<file path="config.mk">
export PLATFORM = sky130hd
export DESIGN_NAME = reg_scoreboard_flat
export DESIGN_NICKNAME = d
export VERILOG_FILES = /design/src/rtl/reg_scoreboard_pkg.sv /design/src/rtl/reg_scoreboard_if.sv /design/src/rtl/reg_scoreboard_sb_counter.sv /design/src/rtl/reg_scoreboard.sv /design/src/flat_wrapper.sv
export SDC_FILE = /design/constraint.sdc
export NUM_CORES = 1
export LEC_CHECK = 0
export CAP_MARGIN = 20
export CORE_ASPECT_RATIO = 1.5
export CORE_MARGIN = 10
export CORE_UTILIZATION = 45
export DETAILED_ROUTE_END_ITERATION = 10
export HOLD_SLACK_MARGIN = 0.05
export SLEW_MARGIN = 15
export SYNTH_ARGS = -nofsm -noshare
export SYNTH_HDL_FRONTEND = slang
export SYNTH_HIERARCHICAL = 1
export SYNTH_SLANG_ARGS = --single-unit
export TNS_END_PERCENT = 30
</file>
<file path="constraint.sdc">
create_clock -name clk -period 10.55 [get_ports clk]
set_input_delay 1.5825 -clock clk [delete_from_list [all_inputs] [get_ports clk]]
set_output_delay 1.5825 -clock clk [all_outputs]
set_load 0.02 [all_outputs]
</file>
<file path="src/rtl/reg_scoreboard_pkg.sv">
// Shared scoreboard constants, register-address type and the per-register counter update rule.
// Optional feature: SCOREBOARD_FWD_EN (only load results are tracked when defined).
package reg_scoreboard_pkg;

  localparam int SB_REG_NUM      = 32;
  localparam int SB_CNT_W        = 2;
  localparam int SB_MAX_INFLIGHT = (1 << SB_CNT_W) - 1;
  localparam int REG_ADDR_W      = 5;

  typedef logic [REG_ADDR_W-1:0] reg_addr_t;

  typedef enum logic [1:0] {
    CNT_HOLD,
    CNT_INC,
    CNT_DEC,
    CNT_CLR
  } cnt_op_e;

  // Flush wins; a simultaneous issue and retire on one register cancel out.
  function automatic cnt_op_e cnt_op(input logic clr, input logic inc, input logic dec,
                                     input logic nz, input logic sat);
    cnt_op_e op;
    op = CNT_HOLD;
    if (clr)
      op = CNT_CLR;
    else if (inc && dec)
      op = CNT_HOLD;
    else if (inc && !sat)
      op = CNT_INC;
    else if (dec && nz)
      op = CNT_DEC;
    return op;
  endfunction

endpackage

</file>
<file path="src/rtl/reg_scoreboard_if.sv">
// ID/WB-side bundle of the register scoreboard: decoded operands, retire port and stall/issue view.
interface reg_scoreboard_if
  import reg_scoreboard_pkg::*;
#(
  parameter int REG_NUM = SB_REG_NUM
);

  logic               flush;
  logic               id_valid;
  logic               id_read_en_1;
  reg_addr_t          id_addr_1;
  logic               id_read_en_2;
  reg_addr_t          id_addr_2;
  logic               id_write_en;
  reg_addr_t          id_write_addr;
  logic               id_is_load;
  logic               wb_en;
  reg_addr_t          wb_addr;
  logic               stall;
  logic               issue;
  logic [REG_NUM-1:0] pending_mask;

  modport master (
    output flush, id_valid, id_read_en_1, id_addr_1, id_read_en_2, id_addr_2,
           id_write_en, id_write_addr, id_is_load, wb_en, wb_addr,
    input  stall, issue, pending_mask
  );

  modport slave (
    input  flush, id_valid, id_read_en_1, id_addr_1, id_read_en_2, id_addr_2,
           id_write_en, id_write_addr, id_is_load, wb_en, wb_addr,
    output stall, issue, pending_mask
  );

endinterface

</file>
<file path="src/rtl/reg_scoreboard_sb_counter.sv">
// Per-register in-flight write counter: saturates at all-ones and never underflows.
module sb_counter
  import reg_scoreboard_pkg::*;
#(
  parameter int CNT_W = SB_CNT_W
) (
  input  logic             clk,
  input  logic             rst,
  input  logic             clr,
  input  logic             inc,
  input  logic             dec,
  output logic [CNT_W-1:0] cnt,
  output logic             nz
);

  localparam logic [CNT_W-1:0] CNT_ONE = CNT_W'(1);

  cnt_op_e op;

  assign nz = (cnt != '0);

  always_comb begin
    op = cnt_op(clr, inc, dec, nz, &cnt);
  end

  always_ff @(posedge clk or posedge rst) begin
    if (rst) begin
      cnt <= '0;
    end else begin
      case (op)
        CNT_CLR: cnt <= '0;
        CNT_INC: cnt <= cnt + CNT_ONE;
        CNT_DEC: cnt <= cnt - CNT_ONE;
        default: cnt <= cnt;
      endcase
    end
  end

endmodule

</file>
<file path="src/rtl/reg_scoreboard.sv">
// ID-stage RAW scoreboard: counts in-flight GPR writes and stalls dependent instructions.
// Optional feature: SCOREBOARD_FWD_EN (EX/MEM forwarding present, only loads are tracked).
module reg_scoreboard
  import reg_scoreboard_pkg::*;
#(
  parameter int REG_NUM = SB_REG_NUM,
  parameter int CNT_W   = SB_CNT_W
) (
  input  logic              clk,
  input  logic              rst,
  reg_scoreboard_if.slave   sb
);

  localparam logic [CNT_W-1:0] CNT_ONE = CNT_W'(1);
  localparam logic [CNT_W-1:0] CNT_MAX = '1;

  logic [CNT_W-1:0]   cnt [REG_NUM];
  logic [REG_NUM-1:0] nz;
  logic [REG_NUM-1:0] inc;
  logic [REG_NUM-1:0] dec;

  logic [CNT_W-1:0] cnt_1;
  logic [CNT_W-1:0] cnt_2;
  logic [CNT_W-1:0] cnt_w;
  logic             hazard_1;
  logic             hazard_2;
  logic             full;
  logic             tracked_kind;
  logic             track;

  // With forwarding only load results are late enough to need an interlock.
`ifdef SCOREBOARD_FWD_EN
  assign tracked_kind = sb.id_write_en && sb.id_is_load;
`else
  assign tracked_kind = sb.id_write_en;
`endif

  assign cnt_1 = cnt[sb.id_addr_1];
  assign cnt_2 = cnt[sb.id_addr_2];
  assign cnt_w = cnt[sb.id_write_addr];

  // A retire of the last pending write to a source frees that source in the same cycle.
  assign hazard_1 = sb.id_read_en_1 && (sb.id_addr_1 != '0) && (cnt_1 != '0)
                 && !(sb.wb_en && (sb.wb_addr == sb.id_addr_1) && (cnt_1 == CNT_ONE));
  assign hazard_2 = sb.id_read_en_2 && (sb.id_addr_2 != '0) && (cnt_2 != '0)
                 && !(sb.wb_en && (sb.wb_addr == sb.id_addr_2) && (cnt_2 == CNT_ONE));
  assign full     = tracked_kind && (sb.id_write_addr != '0) && (cnt_w == CNT_MAX);

  assign sb.stall = sb.id_valid && !sb.flush && (hazard_1 || hazard_2 || full);
  assign sb.issue = sb.id_valid && !sb.stall && !sb.flush;
  assign track    = sb.issue && tracked_kind && (sb.id_write_addr != '0);

  assign sb.pending_mask = nz;

  // r0 is hardwired zero and never gets a counter.
  for (genvar i = 0; i < REG_NUM; i++) begin : g_reg
    assign inc[i] = track && (sb.id_write_addr == reg_addr_t'(i));
    assign dec[i] = sb.wb_en && (sb.wb_addr == reg_addr_t'(i));
    if (i == 0) begin : g_zero
      assign cnt[i] = '0;
      assign nz[i]  = 1'b0;
    end else begin : g_cnt
      sb_counter #(.CNT_W(CNT_W)) u_cnt (
        .clk (clk),
        .rst (rst),
        .clr (sb.flush),
        .inc (inc[i]),
        .dec (dec[i]),
        .cnt (cnt[i]),
        .nz  (nz[i])
      );
    end
  end

endmodule

</file>
<file path="src/flat_wrapper.sv">
// flat-port wrapper written by rule: the top's interface ports become plain ports
module reg_scoreboard_flat import reg_scoreboard_pkg::*;
#(
  parameter int REG_NUM = SB_REG_NUM,
  parameter int CNT_W   = SB_CNT_W
)
  (clk, rst, sb_flush, sb_id_valid, sb_id_read_en_1, sb_id_addr_1, sb_id_read_en_2, sb_id_addr_2, sb_id_write_en, sb_id_write_addr, sb_id_is_load, sb_wb_en, sb_wb_addr, sb_stall, sb_issue, sb_pending_mask);
  reg_scoreboard_if #(.REG_NUM(REG_NUM)) sb_i ();
  input  logic clk;
  input  logic rst;
  input wire logic [$bits(sb_i.flush)-1:0] sb_flush;
  input wire logic [$bits(sb_i.id_valid)-1:0] sb_id_valid;
  input wire logic [$bits(sb_i.id_read_en_1)-1:0] sb_id_read_en_1;
  input wire logic [$bits(sb_i.id_addr_1)-1:0] sb_id_addr_1;
  input wire logic [$bits(sb_i.id_read_en_2)-1:0] sb_id_read_en_2;
  input wire logic [$bits(sb_i.id_addr_2)-1:0] sb_id_addr_2;
  input wire logic [$bits(sb_i.id_write_en)-1:0] sb_id_write_en;
  input wire logic [$bits(sb_i.id_write_addr)-1:0] sb_id_write_addr;
  input wire logic [$bits(sb_i.id_is_load)-1:0] sb_id_is_load;
  input wire logic [$bits(sb_i.wb_en)-1:0] sb_wb_en;
  input wire logic [$bits(sb_i.wb_addr)-1:0] sb_wb_addr;
  output wire logic [$bits(sb_i.stall)-1:0] sb_stall;
  output wire logic [$bits(sb_i.issue)-1:0] sb_issue;
  output wire logic [$bits(sb_i.pending_mask)-1:0] sb_pending_mask;
  assign sb_i.flush = sb_flush;
  assign sb_i.id_valid = sb_id_valid;
  assign sb_i.id_read_en_1 = sb_id_read_en_1;
  assign sb_i.id_addr_1 = sb_id_addr_1;
  assign sb_i.id_read_en_2 = sb_id_read_en_2;
  assign sb_i.id_addr_2 = sb_id_addr_2;
  assign sb_i.id_write_en = sb_id_write_en;
  assign sb_i.id_write_addr = sb_id_write_addr;
  assign sb_i.id_is_load = sb_id_is_load;
  assign sb_i.wb_en = sb_wb_en;
  assign sb_i.wb_addr = sb_wb_addr;
  assign sb_stall = sb_i.stall;
  assign sb_issue = sb_i.issue;
  assign sb_pending_mask = sb_i.pending_mask;
  reg_scoreboard #(.REG_NUM(REG_NUM), .CNT_W(CNT_W)) u_core (.clk(clk), .rst(rst), .sb(sb_i));
endmodule
</file>
==> reports/qor.yml <==
status: "complete, no violations"
crit_chain: "clkdlybuf4s50_1 -> mux4_1 -> mux4_2 -> and3_1 -> a21o_1 -> a41oi_2 -> nand4b_4 -> nor2_1 -> clkdlybuf4s50_1"
maxCapViolCount: 0
synth_edf_count: 0
drt_iter0_drc: 406
die_height_um: 178
cp-start-kind: "primary input"
avgViaCountPerCell: 6.11
yosysSeqAreaShare_pct: 20.6
seqPwrFrac_pct: 31.3
nFillCells: 1553
p_comb_share_pct: 43.2
period_needed_ns: 7.50
netlist_top_cells_area: "dfrtp_1, ha_1, mux4_2"
clk_pin_slew_ns: 0.05
post-route-util_pct: 52.5
max_stage_delay_ns: 1.17
drt-pass1-iter-count: 5
rsz0062_at_grt: "no"
clock-root-buffer: "clkbuf_16"
crit_path_frequent_cell: "clkdlybuf4s50_1"
worst_slack_ns: 3.05
synth_common_cells: "nor3_1, nor2_1, inv_1"
clockBufferDepth: 2
p_sw_w: 0.000508
pre_cts_ws_ns: 3.06
drc_errors: 0
tightest_slew_ns: 1.06
drt-total-wl_mm: 23.3
die_w_um: 126
worstHoldPathType: "register to register"
crit_path_max_fanout: 33
multiInputGateArea_um2: 5460
largest_reg_flops: 62
grt_max_degree: 65
place.gp.congestion: 0.856
hold_buffers: 0
clock-sinks: 62
rows: 57
setup_violations: 0
ys_seq_elements: 62
relSlewSlack_pct: 29.4
grt_pass1_vias: 7025
max_freq_mhz: 133
syn_area_per_cell_um2: 9.13
hpwl_mm: 17.3
pwr-share-clk_pct: 25.5
area_growth_syn_to_layout_pct: 13.8
peakVddDrop_v: 0.000103
vias: 6590
stdcell_area_um2: 8570
synthCells: 825
postCtsResizedCells: 0
critical_path_arrival_ns: 5.92
hold_viol: 0
slowest_stage: "clkdlybuf4s50_1"
numCtsBuffers: 9
antenna_found_initial: 0
start_util_pct: 46.1
clock_latency_ns: 0.35
core_area_um2: 16300
drtAntennaViolNets: 0
p_leak_nw: 3.79
synthesis.area_um2: 7530
fin_nets: 959
syn_nets: 916
fin_crit_sh_pct: 71.1
num_io_pins: 63
largest-register: "u_core/g.g_cnt.u_cnt/cnt"
swShare_pct: 39.0
track_usage_pct: 20.9
power_density_nw_per_um2: 152
cp-end-kind: "primary output"
grt_pass1_wl_mm: 37.4
wire_per_inst_um: 21.6
synth_top_flop_cell: "dfrtp_1"
required_ns: 8.97
tns_ns: 0
fin_worst_skew_ns: 0.00494
synthArstFlopShare_pct: 100
criticalPathCategory: "primary input to primary output"
antennaDiodeCount: 0
yosysUniqueCellTypes: 55
place_area_um2: 8250
drive_gt1_share_pct: 20.3
synth_top_area_share_pct: 20.6
synth_top_area_cell: "dfrtp_1"
largestRegisters: "u_core/g.g_cnt.u_cnt/cnt (62)"
totalPowerFinal_w: 0.00130
cts_setup_buffers: 0
yosysWarningCount: 6
internal_power_w: 0.000795
slew_violations: 0
cts_tree: "built"
grt_overflow: 0
yosysMostFrequentCell: "nor3_1"
dieArea_um2: 22400
regArea_um2: 1550
portBuffers: 60
cts_htree_levels: 3
-- power by group through the flow --
| stage | Combinational, W | Sequential (W) | Clock [W] |
|---|---|---|---|
| detailed placement | 0.000563 | 0.000411 | 0 |
| global placement | 0.000547 | 0.000404 | 0 |
| global route | 0.000610 | 0.000421 | 0.000347 |
| finish | 0.000563 | 0.000408 | 0.000332 |
| CTS | 0.000565 | 0.000408 | 0.000335 |
| floorplan | 0.000406 | 0.000364 | 0 |
-- worst paths after layout --
| check | cells after the start | end | start | slack [ns] |
|---|---|---|---|---|
| min in group asynchronous | 2 | u_core/g_reg[9].g_cnt.u_cnt/cnt[0]$_DFFE_PP0P_ | rst | 1.44 |
| min reg2reg | 1 | u_core/g_reg[28].g_cnt.u_cnt/cnt[1]$_DFFE_PP0P_ | u_core/g_reg[28].g_cnt.u_cnt/cnt[1]$_DFFE_PP0P_ | 0.64 |
| max reg2reg | 14 | u_core/g_reg[13].g_cnt.u_cnt/cnt[1]$_DFFE_PP0P_ | u_core/g_reg[25].g_cnt.u_cnt/cnt[1]$_DFFE_PP0P_ | 6.08 |
| min | 1 | u_core/g_reg[28].g_cnt.u_cnt/cnt[1]$_DFFE_PP0P_ | u_core/g_reg[28].g_cnt.u_cnt/cnt[1]$_DFFE_PP0P_ | 0.64 |
| max in group asynchronous | 2 | u_core/g_reg[28].g_cnt.u_cnt/cnt[0]$_DFFE_PP0P_ | rst | 8.94 |
| max | 9 | sb_issue | sb_id_addr_2[0] | 3.05 |
-- cell families after synthesis --
family          count (synthesis)  synth area share (%)
simple gates                  274                  19.3
compound gates                193                  24.2
buf+inv                       128                  6.86
mux                            64                  14.0
fa+ha+maj                      62                  10.3
flops                          62                  20.6
xor+xnor                       41                  4.77
other cells                     1                0.0498
-- layout make-up --
cell class,count,share of cell area [%]
multi-input combinational,635,63.8
sequential,62,18.1
timing repair buffer,63,7.16
inverter,97,4.25
tap,206,3.01
clock buffer,13,2.92
clock inverter,3,0.789
-- layer usage --
layer	routed length (um)	global-route usage (%)	up-vias
met4	899	10.7	0
li1	-	-	3088
met3	1090	2.94	49
met5	0	0	-
met1	8850	21.8	3247
met2	12400	39.4	206
-- placed cells by master (no fill, tap or decap), types with 4 or more instances in the layout --
cell / Yosys / routed
nor3_1: 92 / 92
nor2_1: 69 / 69
inv_1: 66 / 66
ha_1: 62 / 62
dfrtp_1: 62 / 62
clkdlybuf4s50_1: 0 / 58
xor2_1: 39 / 39
a211oi_1: 35 / 35
a22o_1: 32 / 32
a21o_2: 31 / 31
o21bai_1: 31 / 31
or2_4: 31 / 31
a31o_4: 31 / 31
inv_2: 31 / 31
mux2i_1: 28 / 28
mux4_2: 26 / 26
nand2_1: 25 / 25
nand3_1: 17 / 17
nor2b_1: 11 / 11
clkbuf_16: 0 / 9
nand2b_1: 7 / 7
o21ai_0: 6 / 6
mux2_2: 5 / 5
a21oi_1: 5 / 5
mux4_1: 5 / 5
nor4_1: 4 / 4
nand3b_1: 4 / 4
o22ai_1: 4 / 4
-- stage by stage --
stage / hold slack [ns] / cells
5_1_grt: 0.675 / 1079
4_1_cts: 0.628 / 1079
2_1_floorplan: 0.554 / 825
6_report: 0.639 / 1079
3_5_place_dp: 0.611 / 1063
3_3_place_gp: 0.598 / 1063
-- critical path, delay by kind of cell --
family          cells  cell delay, ns
mux                 2            1.17
compound gates      2            0.38
buf+inv             2            1.81
simple gates        3            0.97
(Power assumes the default switching activity.)
